### src/rtl/arb5_8b_rr_pkg.sv
// Shared constants and state encoding for the five-requester round-robin arbiter.
package arb5_8b_rr_pkg;

    localparam int unsigned ARB_N_REQ = 5;
    localparam int unsigned ARB_SRC_W = 3;

    typedef enum logic {
        ST_IDLE  = 1'b0,
        ST_GRANT = 1'b1
    } arb_state_e;

endpackage

### src/rtl/arb5_8b_rr_if.sv
// Requester-side and sink-side handshake bundle of the round-robin arbiter.
interface arb5_8b_rr_if #(
    parameter int unsigned DW = 8
);
    import arb5_8b_rr_pkg::*;

    logic [ARB_N_REQ-1:0]    req_valid;
    logic [ARB_N_REQ*DW-1:0] req_data;
    logic [ARB_N_REQ-1:0]    req_last;
    logic [ARB_N_REQ-1:0]    req_ready;
    logic                    out_valid;
    logic [DW-1:0]           out_data;
    logic                    out_last;
    logic [ARB_SRC_W-1:0]    out_src;
    logic                    out_ready;
    logic                    busy;

    modport master (
        output req_valid, req_data, req_last, out_ready,
        input  req_ready, out_valid, out_data, out_last, out_src, busy
    );

    modport slave (
        input  req_valid, req_data, req_last, out_ready,
        output req_ready, out_valid, out_data, out_last, out_src, busy
    );

endinterface

### src/rtl/mux5_8b.sv
// 5:1 8-bit AND-OR mask mux; select values 5..7 yield zero.
module mux5_8b (
    input  logic [2:0]  i_sel,
    input  logic [39:0] i_data,
    output logic [7:0]  o_data
);

    always_comb begin
        o_data = '0;
        for (int i = 0; i < 5; i++) begin
            o_data = o_data | (i_data[i*8 +: 8] & {8{i_sel == 3'(i)}});
        end
    end

endmodule

### src/rtl/arb5_8b_rr.sv
// Burst-locked round-robin arbiter sharing one 8-bit output stream between five requesters.
module arb5_8b_rr
    import arb5_8b_rr_pkg::*;
#(
    parameter int unsigned DW        = 8,
    parameter int unsigned MAX_BURST = 16
) (
    input  logic        i_clk,
    input  logic        i_rst_n,
    arb5_8b_rr_if.slave bus
);

    localparam int unsigned CNT_W = $clog2(MAX_BURST);

    arb_state_e           r_state;
    logic [ARB_SRC_W-1:0] r_sel;
    logic [ARB_SRC_W-1:0] r_ptr;
    logic [CNT_W-1:0]     r_beat_cnt;
    logic                 r_out_valid;
    logic [DW-1:0]        r_out_data;
    logic                 r_out_last;
    logic [ARB_SRC_W-1:0] r_out_src;

    logic [ARB_SRC_W-1:0] w_pick;
    logic [ARB_N_REQ-1:0] w_req_ready;
    logic                 w_ready_sel;
    logic                 w_accept;
    logic                 w_burst_end;
    logic [DW-1:0]        w_mux_data;

    // First valid index after ptr, wrapping modulo the requester count.
    function automatic logic [ARB_SRC_W-1:0] f_rr_next(input logic [ARB_SRC_W-1:0] ptr,
                                                       input logic [ARB_N_REQ-1:0] valid);
        logic [ARB_SRC_W-1:0] idx;
        f_rr_next = ptr;
        for (int k = int'(ARB_N_REQ); k >= 1; k--) begin
            idx = ARB_SRC_W'((int'(ptr) + k) % int'(ARB_N_REQ));
            if (valid[idx]) f_rr_next = idx;
        end
    endfunction

    mux5_8b u_mux (
        .i_sel  (r_sel),
        .i_data (bus.req_data),
        .o_data (w_mux_data)
    );

    always_comb begin
        w_pick      = f_rr_next(r_ptr, bus.req_valid);
        w_ready_sel = !r_out_valid || bus.out_ready;
        w_accept    = (r_state == ST_GRANT) && bus.req_valid[r_sel] && w_ready_sel;
        w_burst_end = bus.req_last[r_sel] || (r_beat_cnt == CNT_W'(MAX_BURST - 1));
        w_req_ready = '0;
        if (r_state == ST_GRANT) w_req_ready[r_sel] = w_ready_sel;
    end

    always_ff @(posedge i_clk or negedge i_rst_n) begin
        if (!i_rst_n) begin
            r_state     <= ST_IDLE;
            r_sel       <= '0;
            r_ptr       <= ARB_SRC_W'(ARB_N_REQ - 1);
            r_beat_cnt  <= '0;
            r_out_valid <= 1'b0;
            r_out_data  <= '0;
            r_out_last  <= 1'b0;
            r_out_src   <= '0;
        end else begin
            // A new beat overwrites the register even when the old one drains this cycle.
            if (w_accept) begin
                r_out_valid <= 1'b1;
                r_out_data  <= w_mux_data;
                r_out_last  <= w_burst_end;
                r_out_src   <= r_sel;
            end else if (bus.out_ready) begin
                r_out_valid <= 1'b0;
            end

            case (r_state)
                ST_IDLE: begin
                    if (|bus.req_valid) begin
                        r_sel      <= w_pick;
                        r_beat_cnt <= '0;
                        r_state    <= ST_GRANT;
                    end
                end
                ST_GRANT: begin
                    if (w_accept) begin
                        r_beat_cnt <= r_beat_cnt + CNT_W'(1);
                        if (w_burst_end) begin
                            r_ptr   <= r_sel;
                            r_state <= ST_IDLE;
                        end
                    end
                end
                default: r_state <= ST_IDLE;
            endcase
        end
    end

    assign bus.req_ready = w_req_ready;
    assign bus.out_valid = r_out_valid;
    assign bus.out_data  = r_out_data;
    assign bus.out_last  = r_out_last;
    assign bus.out_src   = r_out_src;
    assign bus.busy      = (r_state == ST_GRANT);

endmodule

### src/flat_wrapper.sv
// flat-port wrapper written by rule: the top's interface ports become plain ports
module arb5_8b_rr_flat import arb5_8b_rr_pkg::*;
#(
    parameter int unsigned DW        = 8,
    parameter int unsigned MAX_BURST = 16
)
  (i_clk, i_rst_n, bus_req_valid, bus_req_data, bus_req_last, bus_out_ready, bus_req_ready, bus_out_valid, bus_out_data, bus_out_last, bus_out_src, bus_busy);
  arb5_8b_rr_if #(.DW(DW)) bus_i ();
  input  logic i_clk;
  input  logic i_rst_n;
  input wire logic [$bits(bus_i.req_valid)-1:0] bus_req_valid;
  input wire logic [$bits(bus_i.req_data)-1:0] bus_req_data;
  input wire logic [$bits(bus_i.req_last)-1:0] bus_req_last;
  input wire logic [$bits(bus_i.out_ready)-1:0] bus_out_ready;
  output wire logic [$bits(bus_i.req_ready)-1:0] bus_req_ready;
  output wire logic [$bits(bus_i.out_valid)-1:0] bus_out_valid;
  output wire logic [$bits(bus_i.out_data)-1:0] bus_out_data;
  output wire logic [$bits(bus_i.out_last)-1:0] bus_out_last;
  output wire logic [$bits(bus_i.out_src)-1:0] bus_out_src;
  output wire logic [$bits(bus_i.busy)-1:0] bus_busy;
  assign bus_i.req_valid = bus_req_valid;
  assign bus_i.req_data = bus_req_data;
  assign bus_i.req_last = bus_req_last;
  assign bus_i.out_ready = bus_out_ready;
  assign bus_req_ready = bus_i.req_ready;
  assign bus_out_valid = bus_i.out_valid;
  assign bus_out_data = bus_i.out_data;
  assign bus_out_last = bus_i.out_last;
  assign bus_out_src = bus_i.out_src;
  assign bus_busy = bus_i.busy;
  arb5_8b_rr #(.DW(DW), .MAX_BURST(MAX_BURST)) u_core (.i_clk(i_clk), .i_rst_n(i_rst_n), .bus(bus_i));
endmodule
### config.mk
export PLATFORM = sky130hd
export DESIGN_NAME = arb5_8b_rr_flat
export DESIGN_NICKNAME = d
export VERILOG_FILES = /design/src/rtl/arb5_8b_rr_pkg.sv /design/src/rtl/arb5_8b_rr_if.sv /design/src/rtl/mux5_8b.sv /design/src/rtl/arb5_8b_rr.sv /design/src/flat_wrapper.sv
export SDC_FILE = /design/constraint.sdc
export NUM_CORES = 1
export LEC_CHECK = 0
export BUFFER_PORTS_ARGS = -buffer_cell sky130_fd_sc_hd__buf_4
export CORE_MARGIN = 1
export CORE_UTILIZATION = 45
export DETAILED_ROUTE_END_ITERATION = 10
export PLACE_DENSITY = 0.68
export SLEW_MARGIN = 0
export SYNTH_ARGS = -nofsm -noshare
export SYNTH_HDL_FRONTEND = slang
export SYNTH_SLANG_ARGS = --single-unit
### constraint.sdc
create_clock -name i_clk -period 13.9 [get_ports i_clk]
set_clock_uncertainty 0.15 [all_clocks]
set_input_delay 0.695 -clock i_clk [delete_from_list [all_inputs] [get_ports i_clk]]
set_output_delay 0.695 -clock i_clk [all_outputs]
set_load 0.01 [all_outputs]
==> results of run 1 <==
per-layer routing:
| layer | GRT usage [%] | vias to the layer above |
|---|---|---|
| met5 | 0 | - |
| met4 | 4.17 | 0 |
| met3 | 2.56 | 6 |
| met2 | 39.9 | 82 |
| met1 | 35.9 | 1524 |
| li1 | - | 1512 |
worst paths after layout:
check,slack (ns),endpoint
max,8.09,u_core.r_sel[1]$_DFFE_PN0P_
min,0.16,u_core.bus.out_last$_DFFE_PN0P_
max reg2reg,8.09,u_core.r_sel[1]$_DFFE_PN0P_
min reg2reg,0.34,u_core.bus.out_last$_DFFE_PN0P_
max in group asynchronous,13.15,u_core.r_ptr[2]$_DFFE_PN1P_
min in group i_clk,0.34,u_core.bus.out_last$_DFFE_PN0P_
through the flow:
stage               hold WS (ns)  instances  cell area [µm²]  power [W]
finish                     0.160        527             3890    0.00113
global route               0.173        527             3890    0.00124
CTS                        0.164        527             3890    0.00112
detailed placement         0.319        523             3810    0.00106
global placement           0.316        523             3810    0.00104
floorplan                  0.249        378             3260   0.000857
layout by cell type (no fill, tap or decap), types with 4 or more instances in the layout:
cell type,netlist,routed
o21a_1,4,4
a21oi_1,26,26
o221ai_1,4,4
nand3_1,6,6
buf_4,0,73
nor2b_1,11,11
mux4_2,12,12
inv_1,19,19
and3_1,6,6
a21o_1,4,4
o31ai_1,5,5
ha_1,29,29
mux2i_1,18,18
nand2_1,23,23
nor4_1,4,4
o21ai_0,15,15
nor2_1,30,30
mux2_2,11,11
a31oi_1,6,6
nor4b_1,4,4
nand2b_1,6,6
nor3_1,8,8
xnor2_1,8,8
dfrtp_1,23,23
a211oi_1,6,6
worst max-delay path, stage by stage, from the launching register on:
cell      delay [ns]
dfrtp_1         0.33
buf_4           0.35
inv_2           0.23
ha_1            0.86
inv_1           0.36
ha_1            0.34
or3b_2          0.47
o22ai_1         0.16
nor2_1          0.13
inv_1           0.11
ha_1            0.15
nand2b_1        0.12
nand3_1         0.08
o221ai_1        0.48
mux4_2          0.62
nor4b_1         0.33
nor4b_1         0.09
a221o_1         0.32
cells by family (layout without fill, tap and decap cells):
logic type | count (synthesis) | in the layout | share of synthesized area (%)
buffers and inverters | 45 | 98 | 5.95
adder cells (fa/ha/maj) | 30 | 30 | 11.7
AND/OR/NAND/NOR | 124 | 124 | 20.6
flip-flops | 24 | 24 | 18.5
AO/OA/AOI/OAI | 103 | 103 | 22.1
XOR/XNOR | 11 | 11 | 3.53
multiplexers | 41 | 41 | 17.6
Yosys cell counts, drive strengths merged, types with 3 or more instances:
master / n / area, µm²
o31ai: 5 / 37.5
nor3: 8 / 40.0
inv: 21 / 81.3
or4: 3 / 22.5
buf: 4 / 37.5
mux2: 11 / 124
nand2: 23 / 86.3
and2: 4 / 26.3
ha: 29 / 363
mux2i: 18 / 180
xnor2: 8 / 70.1
clkbuf: 20 / 75.1
nor2b: 11 / 68.8
dfrtp: 23 / 576
and3: 7 / 45.1
a211oi: 6 / 45.0
o211ai: 3 / 22.5
xor2: 3 / 45.1
o221ai: 4 / 35.0
o21a: 4 / 30.0
a21o: 4 / 30.0
nor4: 4 / 25.0
nand4b: 3 / 26.3
a31oi: 6 / 37.5
a21boi: 4 / 33.8
mux4: 12 / 270
nand3: 6 / 30.0
nand2b: 6 / 37.5
nor4b: 4 / 35.0
a22oi: 3 / 22.5
a21oi: 27 / 139
nor2: 30 / 113
or2: 3 / 18.8
o21ai: 15 / 75.1
where the power goes:
part	switching, W	internal [W]
clock	0.0000236	0.0000385
combinational	0.000498	0.000420
sequential	0.0000471	0.000102
final cells by class:
class / count / area (µm²) / share of cell area (%)
clock buffer: 3 / 41.3 / 1.06
clock inverter: 1 / 30.0 / 0.773
inverter: 21 / 81.3 / 2.09
multi-input combinational: 309 / 2460 / 63.4
sequential: 24 / 602 / 15.5
tap: 96 / 120 / 3.09
timing repair buffer: 73 / 548 / 14.1
flip-flops by register name, indices dropped and copies added (netlist names):
| register | flops |
|---|---|
| u_core.bus.out_src | 3 |
| u_core.r_beat_cnt | 4 |
| u_core.bus.out_last | 1 |
| u_core.bus.out_data | 8 |
| u_core.bus.busy | 1 |
| u_core.r_ptr | 3 |
| u_core.bus.out_valid | 1 |
| u_core.r_sel | 3 |
==> metrics.txt, run 1 <==
status finished clean; starting density of the core 47.2%; drt first pass iters 4; Die Y 87.1 µm; post-synthesis cell count 378; DRC viols 0; number of flops mapped to enable cells by yosys 0; Clock Path Buffers 2; P_leak 1.73 nW; Worst EP arrival 5.81 ns; R2R cell count 17; Min Clock Period, post-route 5.81 ns; maximum fanout along the worst path 35; layout cell share with drive strength beyond 1 27.6%; top_reg_cell synth dfrtp_1; first-pass GRT wire length 14,800 µm; fill cell count 662; Async SR Flop Fraction 100%; kind of critical path reg -> reg; initial DRC count 190; total track usage 24.6%; Reg clk slew, reported paths 0.09 ns; RSZ-0062 raised after global routing no; CP endpoint kind register; Worst Max-Slew Pin Slew 0.877 ns; Post-Syn Area per Cell 8.62 µm²; setup violators final 0; origin of the worst setup path u_core.r_ptr[0]$_DFFE_PN0P_; vias in the first global route 3,033; smallest setup slack after layout 8.09 ns; Post-Syn Area 0.00326 mm²; detailed placement HPWL 6750 µm; Die Area 0.00759 mm²; core box area 0.00691 mm²; Seq cells post-synth 24; max frequency 172 MHz; worst-skew pair later-pin latency 0.27 ns; post-route clock period utilization 41.8%; Port Buffers 71; syn nets 461; max cap viols 0; pre-CTS setup slack 8.12 ns; nets@finish 515; Final ANT Viol Nets 0; Seq/Total Area, Yosys 18.5%; area grow syn2layout 19.2%; n_diodes 0; post-CTS sizing 0; DR WL met2 4330 µm; top layer in use met4; met3 WL 331 µm; RR Startpoint u_core.r_ptr[0]$_DFFE_PN0P_; Peak VDD IR 157 µV; Routed WL per cell 17.0 µm; Hold Path Class in -> async; root buffer selected by CTS clkbuf_8; Ys Warns 0; Post-CTS Hold Buffers 0; chip width 87.1 µm; total gr overflow 0; final hold violation count 0; # IOs 72; CTS buffer count 3; largest net degree at the start of global routing 36; CP required 13.90 ns; Final Max Slew Viols 0; final wirelength 8970 µm; met1 wire length 4240 µm; count of different cell masters after synthesis 72; vias per cell 5.93; CTS tree yes; Post-CTS Setup Repair Bufs 0; TNS Setup 0 ns; PwrDens 291 mW/mm²; htree depth 1; type of origin of the critical path register; row cnt 30; Final GP Congestion 0.885; initial antenna violation count 0; Util after Layout 56.3%; via count 3,124; clock net sink count 24; Slew headroom 40.8%
(Power assumes the default switching activity.)
==> run 2, diff against run 1 <==
--- a/config.mk
+++ b/config.mk
@@ -9,7 +9,7 @@
 export CORE_MARGIN = 1
 export CORE_UTILIZATION = 45
 export DETAILED_ROUTE_END_ITERATION = 10
-export PLACE_DENSITY = 0.68
+export PLACE_DENSITY = 0.71
 export SLEW_MARGIN = 0
 export SYNTH_ARGS = -nofsm -noshare
 export SYNTH_HDL_FRONTEND = slang
==> constraint.sdc (replaced) <==
create_clock -name i_clk -period 5 [get_ports i_clk]
set_clock_uncertainty 0.15 [all_clocks]
set_input_delay 0.25 -clock i_clk [delete_from_list [all_inputs] [get_ports i_clk]]
set_output_delay 0.25 -clock i_clk [all_outputs]
set_load 0.01 [all_outputs]
==> metrics.txt, run 2 (synthesized netlist as in run 1, its figures left out) <==
Clock Path Buffers 2; Util after Layout 58.3%; Tot Pwr 0.00331 W; nets@finish 533; Post-CTS Setup Repair Bufs 0; drt first pass iters 5; max cap viols 0; vias in the first global route 3,093; Hold Path Class in -> reg; largest net degree at the start of global routing 25; row cnt 30; Slew headroom 33.4%; P_leak 1.82 nW; CTS buffer count 3; CP required 5.00 ns; initial antenna violation count 0; root buffer selected by CTS clkbuf_8; fill cell count 653; worst hold slack 0.118 ns; Reg area 602 µm²; via count 3,172; Routed WL per cell 16.7 µm; Reg clk slew, reported paths 0.09 ns; core box area 0.00691 mm²; combinational power share 82.7%; Port Buffers 71; # IOs 72; CTS tree yes; post-route clock period utilization 93.0%; kind of critical path reg -> reg; Peak VDD IR 495 µV; chip width 87.1 µm; vias per cell 5.82; status finished clean; total track usage 24.8%; CP endpoint kind register; total gr overflow 0; DRC viols 0; Min Clock Period, post-route 4.65 ns; initial DRC count 255; setup violators final 0; final wirelength 9090 µm; most common cell after layout, fill and taps aside buf_4; commonest cells after routing, fill and taps aside buf_4 (90), nor2_1 (30), ha_1 (29); Clock power frac 5.1%; worst-skew pair later-pin latency 0.27 ns; Final Max Slew Viols 0; internal cell power 0.00168 W; RSZ-0062 raised after global routing no; detailed placement HPWL 7170 µm; layout cell share with drive strength beyond 1 30.3%; Sw Share 49.1%; type of origin of the critical path register; Worst EP arrival 4.65 ns; htree depth 1; max reg flops 8; Sequential Power Share 12.1%; final hold violation count 0; TNS Setup 0 ns; first-pass GRT wire length 15,000 µm; n_diodes 0; net switching power 0.00163 W; area occupied by multi-input gates 0.00246 mm²; Worst Max-Slew Pin Slew 0.987 ns; PwrDens 823 mW/mm²; Final ANT Viol Nets 0; Final GP Congestion 0.966; max frequency 215 MHz; area grow syn2layout 23.5%; clock net sink count 24; Die Y 87.1 µm; Die Area 0.00759 mm²; starting density of the core 47.2%; maximum fanout along the worst path 8
==> run 2: final timing paths <==
path	slack, ns	startpoint	endpoint	cells after the start
worst max register to register	0.35	u_core.r_ptr[2]$_DFFE_PN1P_	u_core.r_sel[1]$_DFFE_PN0P_	12
worst min register to register	0.33	u_core.bus.out_src[1]$_DFFE_PN0P_	u_core.bus.out_src[1]$_DFFE_PN0P_	2
worst max-delay path	0.35	u_core.r_ptr[2]$_DFFE_PN1P_	u_core.r_sel[1]$_DFFE_PN0P_	12
worst min-delay path	0.12	bus_req_data[35]	u_core.bus.out_data[3]$_DFFE_PN0P_	3
max in group asynchronous	4.16	i_rst_n	u_core.r_ptr[2]$_DFFE_PN1P_	2
min in group asynchronous	0.26	i_rst_n	u_core.r_beat_cnt[1]$_DFFE_PN0P_	2
==> run 2: worst max-delay path: stages (launching register included) <==
cell	delay [ns]
dfstp_2	0.54
inv_1	0.13
ha_1	0.31
ha_1	0.26
or2_2	0.35
ha_1	0.32
o311ai_0	0.55
a21boi_2	0.42
mux4_2	0.36
or4_1	0.50
a32oi_1	0.24
o31ai_1	0.09
a221o_1	0.31
==> run 2: per-layer routing <==
layer	routed length, µm	vias up	global-route usage, %
met2	4480	65	41.2
met4	80	0	4.32
met1	4230	1547	35.1
li1	-	1552	-
met3	299	8	2.75
met5	0	-	0
==> run 2: what timing repair did <==
item	4_1_cts	5_1_grt
endpoints found under the setup margin	0	1
hold buffers	1	0
resized for setup	0	1
endpoints found under the hold margin	24	0
==> run 2: through the flow <==
stage	worst slack (ns)	instance area (µm²)	instances
floorplan	0.213	3260	378
global placement	0.454	3940	540
detailed placement	0.359	3940	540
CTS	0.295	4020	545
global route	0.0956	4020	545
finish	0.351	4020	545
==> run 2: layout make-up <==
cell class / count / area share, %
Sequential cell: 24 / 15.0
Inverter: 21 / 2.02
Multi-Input combinational cell: 309 / 61.2
Clock buffer: 3 / 1.03
Tap cell: 96 / 2.99
Timing Repair Buffer: 91 / 17.0
Clock inverter: 1 / 0.746
==> run 2: power groups by stage <==
stage / Sequential [W] / Combinational (W) / Clock (W)
6_report: 0.000402 / 0.00274 / 0.000170
5_1_grt: 0.000423 / 0.00301 / 0.000180
4_1_cts: 0.000404 / 0.00272 / 0.000174
3_5_place_dp: 0.000407 / 0.00270 / 0
3_3_place_gp: 0.000403 / 0.00267 / 0
2_1_floorplan: 0.000372 / 0.00201 / 0
